===== src/rtl/hazard_stall_ctrl.sv =====
// hazard_stall_ctrl
// Hazard and stall controller for the five-stage pipeline. A shadow scoreboard
// holds the destination register and remaining result latency (Tnew) of the
// instructions in E and M. Each cycle the D-stage operands are compared against
// it. A dependent instruction whose operand would be needed before the producer
// can forward it is held in D, and a bubble is injected into E.
//
// Optional feature: define MDU_STALL_EN to track the multiply/divide busy
// window and stall HI/LO consumers. Without it, md_busy is tied low and the
// md_* inputs are ignored.
//
// Handshake: there is no valid/ready pair. stall is an enable-low hold for PC
// and F/D. flush_E equals stall and turns the D/E register into a NOP on the
// same edge that the hold applies.

module hazard_stall_ctrl #(
    parameter int MULT_CYCLES = 5,
    parameter int DIV_CYCLES  = 10
) (
    input  logic        clk,
    input  logic        reset,
    input  logic [4:0]  rs_D,
    input  logic [4:0]  rt_D,
    input  logic [1:0]  Tuse_rs_D,
    input  logic [1:0]  Tuse_rt_D,
    input  logic [4:0]  A3_D,
    input  logic [1:0]  Tnew_D,
    input  logic        md_start_D,
    input  logic        md_div_D,
    input  logic        md_use_D,
    output logic        stall,
    output logic        flush_E,
    output logic        md_busy,
    output logic [31:0] stall_cnt
);

    // Scoreboard for the instructions currently in E and M.
    logic [4:0] a3_e;
    logic [1:0] tnew_e;
    logic [4:0] a3_m;
    logic [1:0] tnew_m;

    logic hz_rs;
    logic hz_rt;
    logic hz_md;

    // Operand hazards. Register 0 is never a real dependency.
    always_comb begin
        hz_rs = (rs_D != 5'd0) &&
                (((rs_D == a3_e) && (tnew_e > Tuse_rs_D)) ||
                 ((rs_D == a3_m) && (tnew_m > Tuse_rs_D)));
        hz_rt = (rt_D != 5'd0) &&
                (((rt_D == a3_e) && (tnew_e > Tuse_rt_D)) ||
                 ((rt_D == a3_m) && (tnew_m > Tuse_rt_D)));
    end

`ifdef MDU_STALL_EN
    localparam int MAX_CYCLES = (MULT_CYCLES > DIV_CYCLES) ? MULT_CYCLES : DIV_CYCLES;
    localparam int CW = ($clog2(MAX_CYCLES + 1) < 4) ? 4 : $clog2(MAX_CYCLES + 1);

    logic [CW-1:0] md_cnt;

    // Busy counter. It loads only when the mult/div actually advances into E.
    always_ff @(posedge clk or negedge reset) begin
        if (!reset) begin
            md_cnt <= '0;
        end else if (md_start_D && !stall) begin
            md_cnt <= md_div_D ? CW'(DIV_CYCLES) : CW'(MULT_CYCLES);
        end else if (md_cnt != '0) begin
            md_cnt <= md_cnt - 1'b1;
        end
    end

    // HI/LO consumers wait while the unit is busy.
    always_comb begin
        md_busy = (md_cnt != '0);
        hz_md   = md_use_D && md_busy;
    end
`else
    // The MDU inputs and cycle parameters are deliberately left unconnected.
    localparam int UNUSED_CYCLES = MULT_CYCLES + DIV_CYCLES;
    logic unused_md;
    logic [31:0] unused_cycles;

    // No MDU tracking: never busy, never an HI/LO hazard.
    always_comb begin
        unused_md     = md_start_D ^ md_div_D ^ md_use_D;
        unused_cycles = UNUSED_CYCLES;
        md_busy       = 1'b0;
        hz_md         = 1'b0;
    end
`endif

    // Stall and bubble are the same condition.
    always_comb begin
        stall   = hz_rs | hz_rt | hz_md;
        flush_E = stall;
    end

    // Scoreboard shift. M always advances. E takes D, or a bubble when D is held.
    always_ff @(posedge clk or negedge reset) begin
        if (!reset) begin
            a3_e   <= 5'd0;
            tnew_e <= 2'd0;
            a3_m   <= 5'd0;
            tnew_m <= 2'd0;
        end else begin
            a3_m   <= a3_e;
            tnew_m <= (tnew_e == 2'd0) ? 2'd0 : tnew_e - 2'd1;
            if (stall) begin
                a3_e   <= 5'd0;
                tnew_e <= 2'd0;
            end else begin
                a3_e   <= A3_D;
                tnew_e <= Tnew_D;
            end
        end
    end

    // Saturating count of stalled cycles.
    always_ff @(posedge clk or negedge reset) begin
        if (!reset) begin
            stall_cnt <= 32'd0;
        end else if (stall && (stall_cnt != 32'hFFFF_FFFF)) begin
            stall_cnt <= stall_cnt + 32'd1;
        end
    end

endmodule


===== config.mk =====
export PLATFORM = sky130hd
export DESIGN_NAME = hazard_stall_ctrl
export DESIGN_NICKNAME = d
export VERILOG_FILES = /design/src/rtl/hazard_stall_ctrl.sv
export SDC_FILE = /design/constraint.sdc
export NUM_CORES = 1
export LEC_CHECK = 0
export CAP_MARGIN = 20
export CORE_ASPECT_RATIO = 1.5
export CORE_MARGIN = 10
export CORE_UTILIZATION = 55
export CTS_CLUSTER_SIZE = 24
export DETAILED_ROUTE_END_ITERATION = 8
export DONT_BUFFER_PORTS = 1
export PLACE_DENSITY = 0.81
export SYNTH_ARGS = -nofsm -noshare
export SYNTH_HDL_FRONTEND = slang
export SYNTH_SLANG_ARGS = --single-unit

===== constraint.sdc =====
create_clock -name clk -period 3.07 [get_ports clk]
set_input_delay 0.1535 -clock clk [delete_from_list [all_inputs] [get_ports clk]]
set_output_delay 0.1535 -clock clk [all_outputs]
set_load 0.05 [all_outputs]

==> flow_metrics.tcl, run 1 <==
set metrics [dict create \
    antenna_found_initial 0 \
    cp.arrival_ps 2420 \
    setup_violations 0 \
    period_share_pct 83.8 \
    h-tree-depth 2 \
    yosysSeqAreaShare_pct 45.4 \
    fin_crit_ps 2570 \
    cts-resized-gates 0 \
    cts_made_buffers 5 \
    cts_hold_buf 9 \
    drv_slew 0 \
    stdcell_count 315 \
    clockBufferDepth 2 \
    place_area_mm2 0.00267 \
    clock-root-buffer "clkbuf_8" \
    synthesis.area_mm2 0.00254 \
    viasPerCell 5.79 \
    setup_tns_ps 0 \
    gp_congestion 0.740 \
    leakage_nw 1.38 \
    p_per_area_mw_per_mm2 502 \
    worstPathMaxFanout 27 \
    mostFrequentLayoutCell "dfrtp_1" \
    worst_pin_slew_ps 633 \
    utilization_pct 64.1 \
    ys_ff_latch 46 \
    num_io_pins 61 \
    cts_tree "built" \
    ant_nets 0 \
    postCtsSetupRepairBufs 0 \
    holdWs_ps 336 \
    ff2ff_path_depth 8 \
    dieArea_mm2 0.00778 \
    synth.avg_cell_area_um2 10.6 \
    numPortBuffers 0 \
    grt_pass1_wl_um 9590 \
    rsz0062_at_grt "no" \
    cap_violations 0 \
    area_growth_syn_to_layout_pct 13.8 \
    start_kind "flip-flop" \
    min_path_type "input pin to async pin" \
    drc 0 \
    drt_iter0_markers 62 \
    cp_data_required_time_ps 2920 \
    hold_viol 0 \
    grt_use_total_pct 15.8 \
    drive_above_1_share_pct 15.7 \
    die_y_um 103 \
    dieWidth_um 75.4 \
    final_cell_mix "46 x dfrtp_1, 42 x xor2_1, 20 x nand3_1" \
    timing.fmax_ghz 0.389 \
    power_mw 1.45 \
    worst_clock_skew_ps 12.9 \
    cts_num_sinks 46 \
    rows 30 \
    ys_types 34 \
    grt-ovfl-total 0 \
    syn_inst 240 \
    initial_utilization_pct 56.3 \
    status "finished clean" \
    drt_pre_antenna_iters 4 \
    fin_nets 301 \
    post-route-cell-area_mm2 0.00289 \
    pre_cts_ws_ps 523 \
    ys_warn_count 0 \
    synthFlopType "dfrtp_1" \
    fillCellCount 383 \
    dp_hpwl_um 4280 \
    relSlewSlack_pct 57.8 \
    vdd.ir_drop.worst_v 0.000327 \
    wire_per_inst_um 18.1 \
    grt_max_degree 47 \
    synth-async-reset-ratio_pct 100 \
    core_mm2 0.00450 \
    drt_wl_total_um 5690 \
    dp.cells 298 \
    clk_pin_slew_ps 90 \
    worstSetupPathType "flip-flop to output port" \
    syn_nets 275 \
    clk_latency_ps 310 \
    synth_edf_count 0 \
    fin_ws_ps 497 \
    cp-end-kind "output port" \
    insertedDiodeCount 0 \
    grt_pass1_vias 1976 \
    num_vias 1823 \
]
-- worst paths after layout --
path	end	from	slack, ps
setup / recovery	flush_E	tnew_e[1]$_DFF_PN0_	500
hold / removal	stall_cnt[24]$_DFFE_PN0P_	reset	340
setup reg to reg	stall_cnt[5]$_DFFE_PN0P_	tnew_e[1]$_DFF_PN0_	520
hold reg to reg	a3_m[2]$_DFF_PN0_	a3_e[2]$_DFF_PN0_	440
max in group asynchronous	a3_m[1]$_DFF_PN0_	reset	2520
min in group clk	a3_m[2]$_DFF_PN0_	a3_e[2]$_DFF_PN0_	440
-- synthesized netlist by cell type (all sizes together) (3+ instances only) --
| cell | number | area (um2) |
|---|---|---|
| inv | 10 | 37.5 |
| mux2 | 3 | 33.8 |
| xnor2 | 7 | 61.3 |
| a21oi | 6 | 30.0 |
| buf | 6 | 56.3 |
| and2 | 9 | 56.3 |
| nor3 | 13 | 70.1 |
| nand4 | 8 | 56.3 |
| and3 | 4 | 25.0 |
| nor4 | 9 | 103 |
| xor2 | 42 | 368 |
| nand2b | 3 | 26.3 |
| dfrtp | 46 | 1150 |
| nand3 | 20 | 100 |
| ha | 9 | 113 |
| nand2 | 13 | 48.8 |
| nor2 | 18 | 70.1 |
-- sequential cells by signal (all words and copies together) (netlist names) --
name and cells:
tnew_m 2, stall_cnt 32, tnew_e 2, a3_e 5
a3_m 5
-- routing by layer --
| metal | global-route usage, % | vias to the layer above | wire length [um] |
|---|---|---|---|
| met2 | 26.9 | 56 | 3000 |
| li1 | - | 870 | - |
| met5 | 0 | - | 0 |
| met4 | 7.32 | 0 | 138 |
| met3 | 5.06 | 14 | 477 |
| met1 | 17.3 | 883 | 2070 |
-- kinds of logic (layout without fill, tap and decap cells) --
group           count (synthesis)  in the layout  synth area share (%)
simple gates                  104            104                  24.9
fa+ha+maj                       9              9                  4.44
flops                          46             46                  45.4
mux                             3              3                  1.33
xor+xnor                       49             49                  16.9
other cells                     1              1                 0.148
buf+inv                        18             45                  4.00
compound gates                 10             10                  2.86
-- critical path, cell delays in order (launching register included) --
cell       delay [ps]
dfrtp_1           430
ha_1              300
a21oi_1            60
a2111oi_1         380
a21oi_1           120
o22a_2            410
inv_1             110
buf_4             290
-- final cells by class --
cell class / instances / area (um2) / share of cell area (%)
well taps: 48 / 60.1 / 2.08
clock buffers: 6 / 72.6 / 2.52
multi-input cells: 176 / 1280 / 44.5
inverters: 10 / 37.5 / 1.30
clock inverters: 2 / 37.5 / 1.30
repair buffers: 27 / 243 / 8.41
flip-flops and latches: 46 / 1150 / 39.9
-- power by group --
group | internal [mW] | switching (mW) | total, mW
Sequential | 0.649 | 0.0704 | 0.719
Clock | 0.243 | 0.206 | 0.449
Combinational | 0.102 | 0.180 | 0.282
Total | 0.993 | 0.456 | 1.45
Power figures use the tool's default switching activity.
==> run 2, diff against run 1 <==
clock period = 2.47 ns   (was 3.07 ns; I/O delays follow)
==> run 2 against run 1 <==
  * Combinational power is 61% higher
  * Sequential cell count stayed put
  * Via count increased by 4.7%
  * Total power up 22%
  * Setup slack got worse by 400 ps
  * Largest cell class unchanged
==> flow_metrics.tcl, run 2 (synthesis results as in run 1) <==
set metrics [dict create \
    status "finished clean" \
    drt_wl_total_um 5990 \
    insertedDiodeCount 0 \
    cap_violations 0 \
    clockBufferDepth 2 \
    rows 30 \
    utilization_pct 69.1 \
    crit_chain "ha_4 -> a21oi_1 -> a2111oi_4 -> a21oi_1 -> o22a_2 -> buf_4 -> inv_2 -> buf_12" \
    grt_max_degree 47 \
    leakage_nw 1.49 \
    ant_nets 0 \
    postCtsSetupRepairBufs 0 \
    dp_hpwl_um 4400 \
    setup_violations 0 \
    power_mw 1.77 \
    numPortBuffers 0 \
    grt_pass1_wl_um 9560 \
    grt_use_total_pct 15.7 \
    grt-ovfl-total 0 \
    drc 0 \
    p_per_area_mw_per_mm2 568 \
    final_cell_mix "46 x dfrtp_1, 42 x xor2_1, 38 x buf_4" \
    p_int_mw 1.19 \
    top_register "stall_cnt" \
    viasPerCell 5.68 \
    h-tree-depth 2 \
    drt_iter0_markers 87 \
    cp_data_required_time_ps 2350 \
    wire_per_inst_um 17.8 \
    power_frac_comb_pct 25.8 \
    cp.arrival_ps 2250 \
    clk_latency_ps 290 \
    clock-root-buffer "clkbuf_8" \
    fin_nets 322 \
    area_growth_syn_to_layout_pct 22.7 \
    largest_reg_flops 32 \
    pre_cts_ws_ps 77.3 \
    vdd.ir_drop.worst_v 0.000369 \
    min_path_type "input pin to async pin" \
    slowest_stage "dfrtp_1" \
    core_mm2 0.00450 \
    worstSetupPathType "flip-flop to output port" \
    mostFrequentLayoutCell "dfrtp_1" \
    initial_utilization_pct 56.3 \
    worst_clock_skew_ps 7.58 \
    cts_made_buffers 5 \
    period_share_pct 96.1 \
    timing.fmax_ghz 0.421 \
    crit_top_cell "a21oi_1" \
    p_sw_uw 575 \
    worst_pin_slew_ps 622 \
    fin_crit_ps 2370 \
    p_seq_share_pct 48.0 \
    hold_viol 0 \
    drt_pre_antenna_iters 4 \
    cts_tree "built" \
    switching_share_pct 32.5 \
    num_io_pins 61 \
    dieArea_mm2 0.00778 \
    dieWidth_um 75.4 \
    slowest_delay_ps 470 \
    post-route-cell-area_mm2 0.00311 \
    power.share.clock_pct 26.3 \
    relSlewSlack_pct 58.5 \
    rrSetupSlack_ps 170 \
    worstPathMaxFanout 8 \
    cts_num_sinks 46 \
    fin_ws_ps 95.6 \
    die_y_um 103 \
    gp_congestion 0.833 \
    place_area_mm2 0.00284 \
    clk_pin_slew_ps 80 \
    cp-end-kind "output port" \
    reg_top3 "stall_cnt: 32 flops, a3_e: 5 flops, a3_m: 5 flops" \
    drv_slew 0 \
    antenna_found_initial 0 \
    drive_above_1_share_pct 24.0 \
    grt_pass1_vias 1997 \
    num_vias 1908 \
    start_kind "flip-flop" \
]
[run 2: cell count changes in the layout (fill, tap and decap cells not counted), moves of 2 or more]
cell | previous run | this run
ha_4 | 0 | 2
ha_1 | 9 | 7
nor4_1 | 3 | 1
a2111oi_4 | 0 | 2
buf_4 | 18 | 38
nor4_2 | 5 | 7
[run 2: final timing paths]
check                               startpoint                   endpoint  cells after the start
setup / recovery           tnew_e[1]$_DFF_PN0_                    flush_E                      8
hold reg to reg              a3_e[3]$_DFF_PN0_          a3_m[3]$_DFF_PN0_                      0
max in group asynchronous                reset   stall_cnt[9]$_DFFE_PN0P_                      2
hold / removal                           reset  stall_cnt[24]$_DFFE_PN0P_                      2
setup reg to reg           tnew_e[1]$_DFF_PN0_   stall_cnt[5]$_DFFE_PN0P_                      8
min in group clk                       rs_D[0]  stall_cnt[31]$_DFFE_PN0P_                      4
[run 2: critical path, delay by kind of cell (launching register included)]
family | cells | cell delay [ps]
buf+inv | 3 | 420
fa+ha+maj | 1 | 330
flops | 1 | 470
compound gates | 4 | 730
[run 2: power groups by stage]
| stage | Combinational [mW] | Clock, mW | Sequential, mW |
|---|---|---|---|
| final | 0.455 | 0.464 | 0.848 |
| after global routing | 0.491 | 0.518 | 0.855 |
| after CTS | 0.434 | 0.476 | 0.846 |
| after detailed placement | 0.399 | 0 | 0.862 |
| after global placement | 0.385 | 0 | 0.860 |
| after floorplan | 0.153 | 0 | 0.998 |
[run 2: stage by stage]
stage | setup TNS (ps) | hold WS [ps] | instances
finish | 0 | 317 | 336
global route | -73.2 | 334 | 336
CTS | 0 | 324 | 336
detailed placement | 0 | -171 | 319
global placement | 0 | -171 | 319
floorplan | 0 | -172 | 240
[run 2: routing by layer]
layer / global-route usage [%] / routed length (um) / up-vias
li1: - / - / 916
met1: 17.9 / 2130 / 935
met5: 0 / 0 / -
met2: 27.8 / 3320 / 50
met3: 4.30 / 470 / 7
met4: 4.30 / 63 / 0
[run 2: repair_timing]
action                                  in CTS  in global routing
endpoints found under the setup margin       2                  6
pin swaps                                    0                  5
hold buffers                                 9                  0
endpoints found under the hold margin       53                  0
gates resized for setup                      1                  8
[run 2: area by class of cell]
| class | count | area, um2 |
|---|---|---|
| tap | 48 | 60.1 |
| multi-input combinational | 176 | 1360 |
| inverter | 10 | 37.5 |
| clock inverter | 1 | 5.00 |
| timing repair buffer | 48 | 413 |
| sequential | 46 | 1150 |
| clock buffer | 7 | 86.3 |
| fill | 349 | 1390 |
